### config.mk
export PLATFORM = sky130hd
export DESIGN_NAME = mem_arbiter
export DESIGN_NICKNAME = d
export VERILOG_FILES = /design/src/rtl/mem_arbiter.sv
export SDC_FILE = /design/constraint.sdc
export NUM_CORES = 1
export LEC_CHECK = 0
export BUFFER_PORTS_ARGS = -buffer_cell sky130_fd_sc_hd__buf_2
export CORE_MARGIN = 4
export CORE_UTILIZATION = 45
export CTS_CLUSTER_SIZE = 14
export DETAILED_ROUTE_END_ITERATION = 12
export HOLD_SLACK_MARGIN = 0.05
export PLACE_DENSITY = 0.79
export SYNTH_ARGS = -nofsm -noshare
export SYNTH_HDL_FRONTEND = slang
export SYNTH_SLANG_ARGS = --single-unit
export TNS_END_PERCENT = 100
### constraint.sdc
create_clock -name clk -period 4.2 [get_ports clk]
set_input_delay 0.42 -clock clk [delete_from_list [all_inputs] [get_ports clk]]
set_output_delay 0.42 -clock clk [all_outputs]
set_load 0.1 [all_outputs]
### src/rtl/mem_arbiter.sv
// Shared main-memory port arbiter: I/D block fills and D write-through stores.
// Round-robin on ties, no preemption, fill words returned with their index.
module mem_arbiter #(
  parameter int ADDR_W    = 16,
  parameter int DATA_W    = 16,
  parameter int MEM_LAT   = 4,
  parameter int BLK_WORDS = 8
) (
  input  logic                         clk,
  input  logic                         rst,
  input  logic                         i_req,
  input  logic [ADDR_W-1:0]            i_addr,
  output logic                         i_fill_valid,
  output logic [DATA_W-1:0]            i_fill_data,
  output logic [$clog2(BLK_WORDS)-1:0] i_fill_idx,
  output logic                         i_done,
  output logic                         i_stall,
  input  logic                         d_req,
  input  logic                         d_we,
  input  logic [ADDR_W-1:0]            d_addr,
  input  logic [DATA_W-1:0]            d_wdata,
  output logic                         d_fill_valid,
  output logic [DATA_W-1:0]            d_fill_data,
  output logic [$clog2(BLK_WORDS)-1:0] d_fill_idx,
  output logic                         d_done,
  output logic                         d_stall,
  output logic                         mem_en,
  output logic                         mem_wr,
  output logic [ADDR_W-1:0]            mem_addr,
  output logic [DATA_W-1:0]            mem_wdata,
  input  logic [DATA_W-1:0]            mem_rdata,
  input  logic                         mem_rdata_valid
);

  localparam int IW = $clog2(BLK_WORDS);
  localparam int CW = IW + 1;
  localparam logic [ADDR_W-1:0] OFS_MASK = ADDR_W'(2 * BLK_WORDS - 1);
  localparam logic [CW-1:0] N_WORDS = CW'(BLK_WORDS);
  localparam logic [CW-1:0] LAST_WORD = CW'(BLK_WORDS - 1);

  typedef enum logic [1:0] {
    IDLE,
    FILL_I,
    FILL_D,
    WRITE
  } state_e;

  state_e              state_q, state_d;
  logic                last_d_q, last_d_d;
  logic [ADDR_W-1:0]   addr_q, addr_d;
  logic [DATA_W-1:0]   wdata_q, wdata_d;
  logic [CW-1:0]       iss_q, iss_d;
  logic [CW-1:0]       ret_q, ret_d;
  logic [MEM_LAT-1:0]  pend_q, pend_d;

  logic              fill;
  logic              issue;
  logic              ret;
  logic              last_ret;
  logic              grant_i;
  logic [ADDR_W-1:0] base;

  assign fill     = (state_q == FILL_I) || (state_q == FILL_D);
  assign issue    = fill && (iss_q < N_WORDS);
  // Only accept data whose read was issued MEM_LAT cycles ago by this
  // transaction; stale or spurious returns never reach a cache.
  assign ret      = fill && mem_rdata_valid && pend_q[MEM_LAT-1]
                    && (ret_q < N_WORDS);
  assign last_ret = ret && (ret_q == LAST_WORD);
  assign grant_i  = i_req && (!d_req || last_d_q);
  assign base     = addr_q & ~OFS_MASK;
  assign pend_d   = (pend_q << 1) | MEM_LAT'(issue);

  assign i_stall = i_req & ~i_done;
  assign d_stall = d_req & ~d_done;

  always_comb begin
    state_d      = state_q;
    last_d_d     = last_d_q;
    addr_d       = addr_q;
    wdata_d      = wdata_q;
    iss_d        = iss_q;
    ret_d        = ret_q;
    mem_en       = 1'b0;
    mem_wr       = 1'b0;
    mem_addr     = '0;
    mem_wdata    = '0;
    i_fill_valid = 1'b0;
    i_fill_data  = '0;
    i_fill_idx   = '0;
    i_done       = 1'b0;
    d_fill_valid = 1'b0;
    d_fill_data  = '0;
    d_fill_idx   = '0;
    d_done       = 1'b0;
    unique case (state_q)
      IDLE: begin
        iss_d = '0;
        ret_d = '0;
        if (grant_i) begin
          state_d  = FILL_I;
          addr_d   = i_addr;
          last_d_d = 1'b0;
        end else if (d_req) begin
          state_d  = d_we ? WRITE : FILL_D;
          addr_d   = d_addr;
          wdata_d  = d_wdata;
          last_d_d = 1'b1;
        end
      end
      FILL_I, FILL_D: begin
        if (issue) begin
          mem_en   = 1'b1;
          mem_addr = base + ADDR_W'({iss_q, 1'b0});
          iss_d    = iss_q + 1'b1;
        end
        if (ret) begin
          ret_d = ret_q + 1'b1;
          if (state_q == FILL_I) begin
            i_fill_valid = 1'b1;
            i_fill_data  = mem_rdata;
            i_fill_idx   = ret_q[IW-1:0];
            i_done       = last_ret;
          end else begin
            d_fill_valid = 1'b1;
            d_fill_data  = mem_rdata;
            d_fill_idx   = ret_q[IW-1:0];
            d_done       = last_ret;
          end
        end
        if (last_ret) begin
          state_d = IDLE;
          iss_d   = '0;
          ret_d   = '0;
        end
      end
      WRITE: begin
        mem_en    = 1'b1;
        mem_wr    = 1'b1;
        mem_addr  = addr_q;
        mem_wdata = wdata_q;
        d_done    = 1'b1;
        state_d   = IDLE;
      end
    endcase
  end

  always_ff @(posedge clk or posedge rst) begin
    if (rst) begin
      state_q  <= IDLE;
      last_d_q <= 1'b1;
      addr_q   <= '0;
      wdata_q  <= '0;
      iss_q    <= '0;
      ret_q    <= '0;
      pend_q   <= '0;
    end else begin
      state_q  <= state_d;
      last_d_q <= last_d_d;
      addr_q   <= addr_d;
      wdata_q  <= wdata_d;
      iss_q    <= iss_d;
      ret_q    <= ret_d;
      pend_q   <= pend_d;
    end
  end

endmodule

# Yosys cells after proc, flatten, opt, wreduce, memory -nomap -nowiden
# Cells that the tools add are included.
# op_classes
bitwise	6
mux	45
n_addsub	3
magnitude_cmp	2
eq_ne	8
reduce_logical	18
# op_table
cell	n
$mux 16	10
$pmux 16 s2	1
$mux 3	6
$add 16x5->16	1
$mux 1	16
$mux 4	4
$pmux 4 s2	2
$ne 3x3->1 const B	3
$add 4x1->4 const B	2
$lt 4x4->1 const B	2
$reduce_and 2->1	4
$logic_and 1x1->1	6
$mux 2	3
$pmux 2 s3	1
$eq 2x2->1 const B	2
$eq 4x3->1 const B	1
$or 4x1->4	1
$pmux 1 s2	2
$reduce_bool 2->1	2
$not 1->1	3
$reduce_and 3->1	1
$and 1x1->1	2
$eq 2x1->1 const B	1
$logic_not 2->1	1
4 further kinds	5
# word_totals
regBits	47

# Logic depth before layout (Yosys ltp)
# Gate-level depths: netlist of the first run.
# logic_depth
ltp_word	11
ltp_mapped	9

# Worst setup path after synthesis of the first run
# Ideal clock, no wire load.
# synth_path
kind	reg-to-output
start	reg state_q[0]
end	out i_stall
stages_incl_launch_ff	7
slack_ns	-0.523
required_ns	3.780
arrival_ns	4.303
cell_sequence	dfrtp_1 > inv_1 > ha_1 > and4b_2 > and2_1 > nor2b_1 > nor2b_1
# synth_between
elab_chain_len	11
word_cells_on_any_way	13
cone_classes	eq/ne: 2; mux: 3; bitwise: 2; reduce/logical: 6
# synth_rtl
element	line	text
from (decl)	48	state_e state_q, state_d;
from (signal assigned)	158	state_q <= state_d;
$eq 2x1->1 or $eq 2x2->1 (tied branches)	63, 96, 119	
$logic_or 1x1->1	63	assign fill = (state_q == FILL_I) || (state_q == FILL_D);
$logic_and 1x1->1 (2 in series)	67	assign ret = fill && mem_rdata_valid && pend_q[MEM_LAT-1]
$logic_and 1x1->1	68	&& (ret_q < N_WORDS);
$logic_and 1x1->1	69	assign last_ret = ret && (ret_q == LAST_WORD);
$mux 1	119	if (state_q == FILL_I) begin
$mux 1	117	if (ret) begin
$mux 1 *	96	unique case (state_q)
named net i_done	16	output logic i_done,
$not 1->1 *	74	assign i_stall = i_req & ~i_done;
$and 1x1->1 *	74	
to (decl)	17	output logic i_stall,
# Mark *: on every way through the listed nets, which the timed path passes. The rest lies on a longest branch.

# Worst setup path in the final report of the first run
# layout_path
start	reg state_q[0]
end	out d_done
# layout_between
elab_chain_len	9
word_cells_on_any_way	12
cone_classes	eq/ne: 3; mux: 3; reduce/logical: 6
# layout_rtl
element	line	text
$eq 2x1->1 or $eq 2x2->1 (tied branches)	63, 96, 119	
$logic_or 1x1->1	63	
$logic_and 1x1->1 (2 in series)	67	
$logic_and 1x1->1	68	
$logic_and 1x1->1	69	
$mux 1	119	
$mux 1	117	
$pmux 1 s2 *	96	
to (decl)	25	output logic d_done,
# Every way passes the cells marked *; elsewhere a longest branch is shown, timed or not.

==> reports/metrics.cfg, run 1 <==
[clock_network]
numCtsBuffers=5
cts_resized=0
root_buffer=clkbuf_8
clkTransAtPathRegs_ns=0.08
clock-sinks=47
clock_latency_ns=0.30
cts_setup_buffers=0
clk_path_buf_depth=2
cts.hold.buffers_added=0
cts_tree=built
cts_max_level=2

[place]
io_buffers=147
placed_cell_area_sq_mm=0.00364
gp_congestion=0.796
placed_cells=514
place_hpwl_microns=5880

[synth]
synth.cell_area_sq_mm=0.00290
async_flop_share_pct=100
synth_fa_ha_area_share_pct=3.45
synthXorXnorAreaFrac_pct=0.302
synth_compound_area_share_pct=13.5
postSynthAreaPerCell_sq_um=9.23
synth_edf_count=0
synth_ff_type=dfrtp_1
yosysWarnings=0
ys_seq_elements=47
yosysTopAreaCellShare_pct=39.7
synth_cell_types=43
synth_top_family_by_area=simple AND/OR/NAND/NOR gates
ys_seq_area_share_pct=40.6
synth-simple-area-share_pct=24.4
synth_area_leaders=dfrtp_1, and2_1, mux2i_1
mappedNetlistNets=392
yosys.area.top_type=dfrtp_1
syn-instance-count=314
synthMuxAreaShare_pct=12.8

[run]
maxCapViolCount=0

[critical_path]
critPathLaunch=state_q[0]
regToRegSetupSlack_ns=1.99
worstSetupEndpointType=output port
r2r-end=wdata_q[10]
critPathKind=reg -> out
cp.arrival_ns=2.87
r2r-start=state_q[1]
start_kind=flip-flop
worstPathMaxFanout=21
cp-endpoint=d_done
r2r_cells=6
cp_data_required_time_ns=3.78

[final_layout]
mostFrequentLayoutCells=buf_2, dfrtp_1, and2_1
nFillCells=543
final_common_cell=buf_2
final_area_sq_mm=0.00374
layoutNonFillerInstCount=522
fin_util_pct=61.3
diodes=0
multiInputGateArea_sq_mm=0.00159
syn_to_final_growth_pct=28.9
finalNetCount=524
seqCellArea_sq_mm=0.00118
drive_gt1_share_pct=39.1

[drt]
wl_per_cell_microns=14.9
drcViolationCount=0
dr.pass1.iters=6
ant_nets=0
viasPerCell=5.25
wl_microns=7760
drt_iter0_drc=142
via_count=2742

[global_route]
grt_max_degree=48
antenna_found_initial=0
grt_use_total_pct=19.6
overflow=0
grt_pass1_vias=2668
grt_pass1_wl_microns=12200

[sta]
finalSetupViolations=0
skew_ns=0.00723
period_needed_ns=3.29
grt_setup_unrepaired=false
slew_headroom_pct=21.6
hold_viol=0
fin_setup_tns_ns=0
tightest_slew_ns=1.18
post-route-period-util_pct=78.3
slew_viol_final=0
max_freq_ghz=0.304

[power_and_ir_drop]
power_density_mw_per_mm2=869
p_seq_share_pct=25.7
p_switching_mw=1.97
peakVddDrop_mv=0.694
p_int_mw=1.28
p_leak_nw=2.10
swShare_pct=60.5
clkPwrFrac_pct=9.1
combinationalPowerShare_pct=65.3

[die]
initial_core_util_pct=47.6
design.die.area_sq_mm=0.00779
dieHeight_microns=88.3
ios=148
num_rows=28
die_w_microns=88.3
core_area_sq_mm=0.00610

[run_status]
status=finished, final reports clean

[min_path]
hold_path.class=in -> async

[Yosys cell counts (2+ instances only)]
master     n
ha_1       8
and3_1    20
o21ai_0   12
inv_2      2
nand3_1    5
nor2_1    15
a31oi_1    6
a41oi_1    3
o41ai_2    2
nor2b_1    3
o21ai_1   16
and4_1     2
a21oi_1    7
nand2_1   34
mux2i_1   18
inv_1      5
mux2_2     7
dfrtp_1   46
buf_2      6
and2_1    39
a22oi_1    5
nand2b_1   3
nand4_1    2
o31ai_1    2
clkbuf_1  15
mux2_1    10
or3_1      4
buf_6      2
[worst max-delay path, stage by stage, from the launching register on]
cell and delay, ns:
dfrtp_1 0.40, inv_1 0.08, ha_1 0.40, nand4b_1 0.16, nor2_1 0.77, a31oi_1 0.22
nor2_1 0.12, buf_2 0.43
[cell families (layout without fill, tap and decap cells)]
logic type	count (synthesis)	after routing
AO/OA/AOI/OAI	61	61
XOR/XNOR	1	1
adder cells (fa/ha/maj)	8	8
buffers and inverters	31	164
flip-flops	47	47
multiplexers	35	35
AND/OR/NAND/NOR	131	131
[registers in the layout (all words and copies together), names as in the netlist]
signal	flops
state_q	2
pend_q	4
iss_q	4
addr_q	16
last_d_q	1
wdata_q	16
ret_q	4
[stage by stage]
step	hold slack [ns]	total power, mW	worst slack, ns
finish	0.331	3.25	0.911
global route	0.340	3.45	0.642
CTS	0.328	3.27	0.919
detailed placement	0.336	2.97	1.26
global placement	0.335	2.91	1.36
floorplan	0.331	2.63	0.198
[routing by layer]
metal  GRT usage [%]  wire, microns
met1            23.7           3050
met2            34.9           4140
met3            4.10            479
met4            5.91             86
met5               0              0
[final cells by class]
| class | count | share of cell area (%) |
|---|---|---|
| Timing Repair Buffer | 149 | 20.1 |
| Clock buffer | 8 | 2.68 |
| Multi-Input combinational cell | 236 | 42.5 |
| Sequential cell | 47 | 31.5 |
| Inverter | 7 | 0.703 |
| Tap cell | 75 | 2.51 |
[worst min path at each step]
stage / cells past startpoint / from / slack [ns] / to
6_report: 2 / rst / 0.33 / wdata_q[0]
3_3_place_gp: 0 / pend_q[2] / 0.33 / pend_q[3]
5_1_grt: 2 / d_wdata[9] / 0.34 / wdata_q[9]
4_1_cts: 2 / d_wdata[7] / 0.33 / wdata_q[7]
3_5_place_dp: 0 / pend_q[0] / 0.34 / pend_q[1]
2_1_floorplan: 0 / pend_q[0] / 0.33 / pend_q[1]
[power by group through the flow]
stage	registers (mW)	logic [mW]	clock network, mW
2_1_floorplan	0.777	1.85	0
3_3_place_gp	0.826	2.08	0
3_5_place_dp	0.841	2.13	0
4_1_cts	0.831	2.13	0.306
5_1_grt	0.869	2.26	0.320
6_report	0.834	2.12	0.295
(Power assumes the default switching activity.)
==> run 2, diff against run 1 <==
- clock period: 4.2 -> 3.36 ns (I/O delays scaled with it)
==> run 2 against run 1 <==
Against the previous run: combinational power is 26% higher; clock-buffer cell count is 1 lower; clock power is 20% higher; setup slack worse by 0.51 ns; core utilization is 0.53 points higher; cell count is 0.19% higher; critical endpoint is now mem_addr[11]; largest cell class unchanged; largest power group unchanged.
==> reports/metrics.cfg, run 2 (same netlist as run 1, synthesis figures left out) <==
[drt]
dr.pass1.iters=4  ; was 6
viasPerCell=5.26  ; was 5.25
drt_iter0_drc=136  ; was 142
wl_microns=7850  ; was 7760 microns
ant_nets=0  ; unchanged
drcViolationCount=0  ; unchanged
wl_per_cell_microns=15.0  ; was 14.9 microns
via_count=2750  ; was 2742

[place]
gp_congestion=0.849  ; was 0.796
place_hpwl_microns=6100  ; was 5880 microns
io_buffers=147  ; unchanged
placed_cells=515  ; was 514

[run]
maxCapViolCount=0  ; unchanged

[die]
num_rows=28  ; unchanged
initial_core_util_pct=47.6  ; unchanged
dieHeight_microns=88.3  ; unchanged
core_area_sq_mm=0.00610  ; unchanged
design.die.area_sq_mm=0.00779  ; unchanged
ios=148  ; unchanged
die_w_microns=88.3  ; unchanged

[final_layout]
finalNetCount=525  ; was 524
layoutNonFillerInstCount=523  ; was 522
multiInputGateArea_sq_mm=0.00162  ; was 0.00159 sq mm
diodes=0  ; unchanged
fin_util_pct=61.8  ; was 61.3%
drive_gt1_share_pct=40.6  ; was 39.1%
final_common_cell=buf_2  ; unchanged
syn_to_final_growth_pct=30.0  ; was 28.9%
mostFrequentLayoutCells=buf_2, dfrtp_1, and2_1  ; unchanged
nFillCells=539  ; was 543
seqCellArea_sq_mm=0.00118  ; unchanged
reg_top3=addr_q: 16 flops, wdata_q: 16 flops  ; unchanged

[critical_path]
worstSetupEndpointType=output port  ; unchanged
regToRegSetupSlack_ns=1.12  ; was 1.99 ns
cp.arrival_ns=2.62  ; was 2.87 ns
r2r-start=state_q[1]  ; unchanged
r2r_cells=6  ; unchanged
start_kind=flip-flop  ; unchanged
cp_data_required_time_ns=3.02  ; was 3.78 ns
r2r-end=wdata_q[14]  ; was wdata_q[10]
worstPathMaxFanout=9  ; was 21
critPathKind=reg -> out  ; unchanged

[sta]
fin_setup_tns_ns=0  ; unchanged
finalSetupViolations=0  ; unchanged
slew_headroom_pct=21.5  ; was 21.6%
skew_ns=0.0129  ; was 0.00723 ns
post-route-period-util_pct=88.1
period_needed_ns=2.96
slew_viol_final=0  ; unchanged
max_freq_ghz=0.338
hold_viol=0  ; unchanged
grt_setup_unrepaired=false  ; unchanged
tightest_slew_ns=1.18  ; about the same

[global_route]
grt_pass1_wl_microns=12200  ; about the same
gr-max-usage-layer=met2  ; unchanged
grt_use_total_pct=19.7  ; was 19.6%
use_met1_pct=23.9  ; was 23.7%
antenna_found_initial=1  ; was 0
globalRouteMet2Util_pct=35.1  ; was 34.9%
grt_pass1_vias=2645  ; was 2668
grt_util_met3_pct=3.91  ; was 4.10%
grt_max_degree=48  ; unchanged
overflow=0  ; unchanged

[clock_network]
numCtsBuffers=5  ; unchanged
clkTransAtPathRegs_ns=0.09  ; was 0.08 ns
root_buffer=clkbuf_8  ; unchanged
clk_path_buf_depth=2  ; unchanged
clock-sinks=47  ; unchanged
cts_max_level=2  ; unchanged
cts_setup_buffers=0  ; unchanged
cts.hold.buffers_added=0  ; unchanged
cts_resized=0  ; unchanged
clock_latency_ns=0.30  ; about the same
cts_tree=built  ; unchanged

[min_path]
holdPathEnd=wdata_q[2]
hold_path.class=in -> reg  ; was in -> async
min_from=d_wdata[2]
worstHoldPathCells=2

[run_status]
status=finished, final reports clean  ; unchanged

[power_and_ir_drop]
peakVddDrop_mv=0.898  ; was 0.694 mV
power_density_mw_per_mm2=1080  ; was 869 mW/mm^2
p_leak_nw=2.10  ; about the same

-- run 2: cell types whose count changed in the layout (fill, tap and decap cells not counted), sizes merged --
| cell | delta |
|---|---|
| clkbuf | -1 |
| buf | +1 |
| clkinv | +1 |
-- run 2: how the worst max path moves through the flow --
stage | slack (ns) | from | to | cells after the start
after floorplan | -0.54 | state_q[0] | mem_addr[13] | 5
after global placement | 0.77 | state_q[0] | mem_addr[11] | 6
after detailed placement | 0.70 | state_q[0] | mem_addr[11] | 6
after CTS | 0.38 | state_q[0] | mem_addr[11] | 6
after global routing | 0.26 | state_q[0] | mem_addr[15] | 7
final | 0.40 | state_q[0] | mem_addr[11] | 6
-- run 2: critical path: stages (launching register included) --
cell,delay [ns]
dfrtp_1,0.40
inv_1,0.08
ha_1,0.41
or3b_1,0.54
or3_1,0.41
o21ai_2,0.06
buf_2,0.43
-- run 2: per-layer routing --
| layer | share of wire (%) | vias to the layer above |
|---|---|---|
| met5 | 0.15 | - |
| met2 | 53 | 82 |
| met3 | 5.8 | 11 |
| met1 | 40 | 1295 |
| li1 | - | 1360 |
| met4 | 1.1 | 2 |
-- run 2: power breakdown --
part / internal (mW) / leakage (nW) / switching (mW)
clock: 0.169 / 0.0484 / 0.186
combinational: 0.598 / 1.48 / 2.08
sequential: 0.835 / 0.576 / 0.214
-- run 2: layout make-up --
type                            instances  area share, %
Clock buffer                            7           2.29
Clock inverter                          1          0.232
Inverter                                7          0.697
Multi-Input combinational cell        236           42.9
Sequential cell                        47           31.2
Tap cell                               75           2.49
Timing Repair Buffer                  150           20.1
-- run 2: through the flow --
step / hold WS, ns / total power [mW] / cell area (sq um) / setup slack [ns]
final: 0.253 / 4.09 / 3770 / 0.399
after global routing: 0.261 / 4.33 / 3770 / 0.256
after CTS: 0.249 / 4.11 / 3770 / 0.377
after detailed placement: 0.339 / 3.75 / 3670 / 0.699
after global placement: 0.337 / 3.67 / 3670 / 0.775
after floorplan: 0.331 / 3.31 / 2930 / -0.536
==> run 3, diff against run 2 <==
- CORE_MARGIN: 4 -> 2
- CORE_UTILIZATION: 45 -> 25
- GPL_TIMING_DRIVEN: unset -> 0
- PLACE_DENSITY: 0.79 -> unset
==> run 3 against run 2 <==
Against the previous run: routed wire length increased by 5.4%; combinational power is 4% higher; via count increased by 4.2%; first-iteration DRC count shrank 24%; sequential share of layout area shrank 2.0 points; sequential power is essentially flat; critical path type unchanged; critical endpoint unchanged; largest power group unchanged.
==> reports/metrics.cfg, run 3 (same netlist as run 1, synthesis figures left out) <==
[critical_path]
cp.arrival_ns=2.56  ; was 2.62 ns
crit_family=simple AND/OR/NAND/NOR gates  ; unchanged
worstPathMaxFanout=9  ; unchanged
critPathLaunch=state_q[0]  ; unchanged
crit_path_top_delay_cell=buf_2  ; was or3b_1
cp_data_required_time_ns=3.02  ; about the same
cpPeakStageDelay_ns=0.43  ; was 0.54 ns
regToRegSetupSlack_ns=1.24  ; was 1.12 ns
cp-endpoint=mem_addr[11]  ; unchanged
r2r_cells=7  ; was 6
start_kind=flip-flop  ; unchanged
path_buf_inv=3  ; was 2
crit_chain=inv_1 -> ha_1 -> or3b_1 -> buf_6 -> or3_1 -> o21ai_2 -> buf_2  ; was inv_1 -> ha_1 -> or3b_1 -> or3_1 -> o21ai_2 -> buf_2
critPathKind=reg -> out  ; unchanged
path_depth=7  ; was 6
r2r-end=wdata_q[3]  ; was wdata_q[14]
worstSetupEndpointType=output port  ; unchanged
r2r-start=state_q[1]  ; unchanged

[die]
design.die.area_sq_mm=0.0125  ; was 0.00779 sq mm
num_rows=39  ; was 28
ios=148  ; unchanged
die_w_microns=112  ; was 88.3 microns
core_area_sq_mm=0.0114  ; was 0.00610 sq mm
initial_core_util_pct=25.5  ; was 47.6%
dieHeight_microns=112  ; was 88.3 microns

[sta]
finalSetupViolations=0  ; unchanged
post-route-period-util_pct=86.3  ; was 88.1%
hold_viol=0  ; unchanged
slew_headroom_pct=65.9  ; was 21.5%
grt_setup_unrepaired=false  ; unchanged
period_needed_ns=2.90  ; was 2.96 ns
slew_viol_final=0  ; unchanged
skew_ns=0.00498  ; was 0.0129 ns
fin_setup_tns_ns=0  ; unchanged
max_freq_ghz=0.345  ; was 0.338 GHz
tightest_slew_ns=0.505  ; was 1.18 ns
hold_ws_ns=0.266  ; was 0.253 ns

[drt]
met3_length_microns=410  ; was 453 microns
wl_microns=8280  ; was 7850 microns
dr.pass1.iters=4  ; unchanged
drcViolationCount=0  ; unchanged
wl_met2_microns=4230  ; was 4140 microns
routed.top_layer=met4  ; was met5
via_count=2865  ; was 2750
drt_iter0_drc=104  ; was 136
ant_nets=0  ; unchanged
viasPerCell=4.67  ; was 5.26
wl_per_cell_microns=13.5  ; was 15.0 microns
wl_met1_microns=3550  ; was 3150 microns

[clock_network]
root_buffer=clkbuf_16  ; was clkbuf_8
numCtsBuffers=5  ; unchanged
cts_max_level=2  ; unchanged
clk_path_buf_depth=2  ; unchanged
clock-sinks=47  ; unchanged
cts_tree=built  ; unchanged
clkTransAtPathRegs_ns=0.06  ; was 0.09 ns
cts_setup_buffers=0  ; unchanged
clock_latency_ns=0.28  ; was 0.30 ns

[final_layout]
syn_to_final_growth_pct=39.1  ; was 30.0%
final_common_cell=buf_2  ; unchanged
mostFrequentLayoutCells=buf_2, dfrtp_1, and2_1  ; unchanged
diodes=0  ; unchanged
drive_gt1_share_pct=39.9  ; was 40.6%
finalNetCount=548  ; was 525
reg_top3=addr_q: 16 flops, wdata_q: 16 flops  ; unchanged
layoutNonFillerInstCount=614  ; was 523
fin_util_pct=35.5  ; was 61.8%

[global_route]
grt_pass1_vias=2845  ; was 2645
grt_max_degree=32  ; was 48
grt_pass1_wl_microns=13600  ; was 12200 microns
overflow=0  ; unchanged
antenna_found_initial=0  ; was 1
grt_use_total_pct=13.1  ; was 19.7%

[place]
io_buffers=147  ; unchanged
placed_cells=605  ; was 515
gp_congestion=0.787  ; was 0.849
place_hpwl_microns=6660  ; was 6100 microns

[power_and_ir_drop]
power_density_mw_per_mm2=1070  ; was 1080 mW/mm^2
peakVddDrop_mv=0.688  ; was 0.898 mV
power_mw=4.32  ; was 4.09 mW
p_leak_nw=2.19  ; was 2.10 nW

[run_status]
status=finished, final reports clean  ; unchanged

[run]
maxCapViolCount=0  ; unchanged

[min_path]
hold_path.class=in -> reg  ; unchanged

## run 3: routing by layer
metal | GRT usage, % | up-vias
li1 | - | 1409
met1 | 16.1 | 1373
met2 | 23.8 | 75
met3 | 2.23 | 8
met4 | 3.46 | 0
met5 | 0 | -
## run 3: what timing repair did
item / 4_1_cts / 5_1_grt
gates resized for setup: 0 / 0
endpoints found under the hold margin: 16 / 0
hold buffers: 1 / 0
## run 3: report_power, final
group          total (mW)  internal (mW)  switching [mW]
Clock               0.505          0.297           0.208
Sequential           1.02          0.836           0.186
Combinational        2.79          0.649            2.14
Total                4.32           1.78            2.54
## run 3: final cells by class
cell class,count,area [sq um]
Multi-Input combinational cell,236,1610
Clock inverter,2,16.3
Sequential cell,47,1180
Clock buffer,6,139
Inverter,7,26.3
Fill cell,1217,7340
Tap cell,143,179
Timing Repair Buffer,149,766
Buffer,24,116
## run 3: how the worst min path moves through the flow
| stage | startpoint | to | cells past startpoint |
|---|---|---|---|
| floorplan | pend_q[0] | pend_q[1] | 0 |
| global placement | pend_q[2] | pend_q[3] | 0 |
| detailed placement | pend_q[2] | pend_q[3] | 0 |
| CTS | d_wdata[5] | wdata_q[5] | 2 |
| global route | d_wdata[5] | wdata_q[5] | 2 |
| finish | d_wdata[5] | wdata_q[5] | 2 |
## run 3: through the flow
step                      instance area (sq um)  setup slack, ns
after floorplan                            2930           -0.536
after global placement                     3850            0.778
after detailed placement                   3870            0.744
after CTS                                  4030            0.436
after global routing                       4030            0.301
final                                      4030            0.461
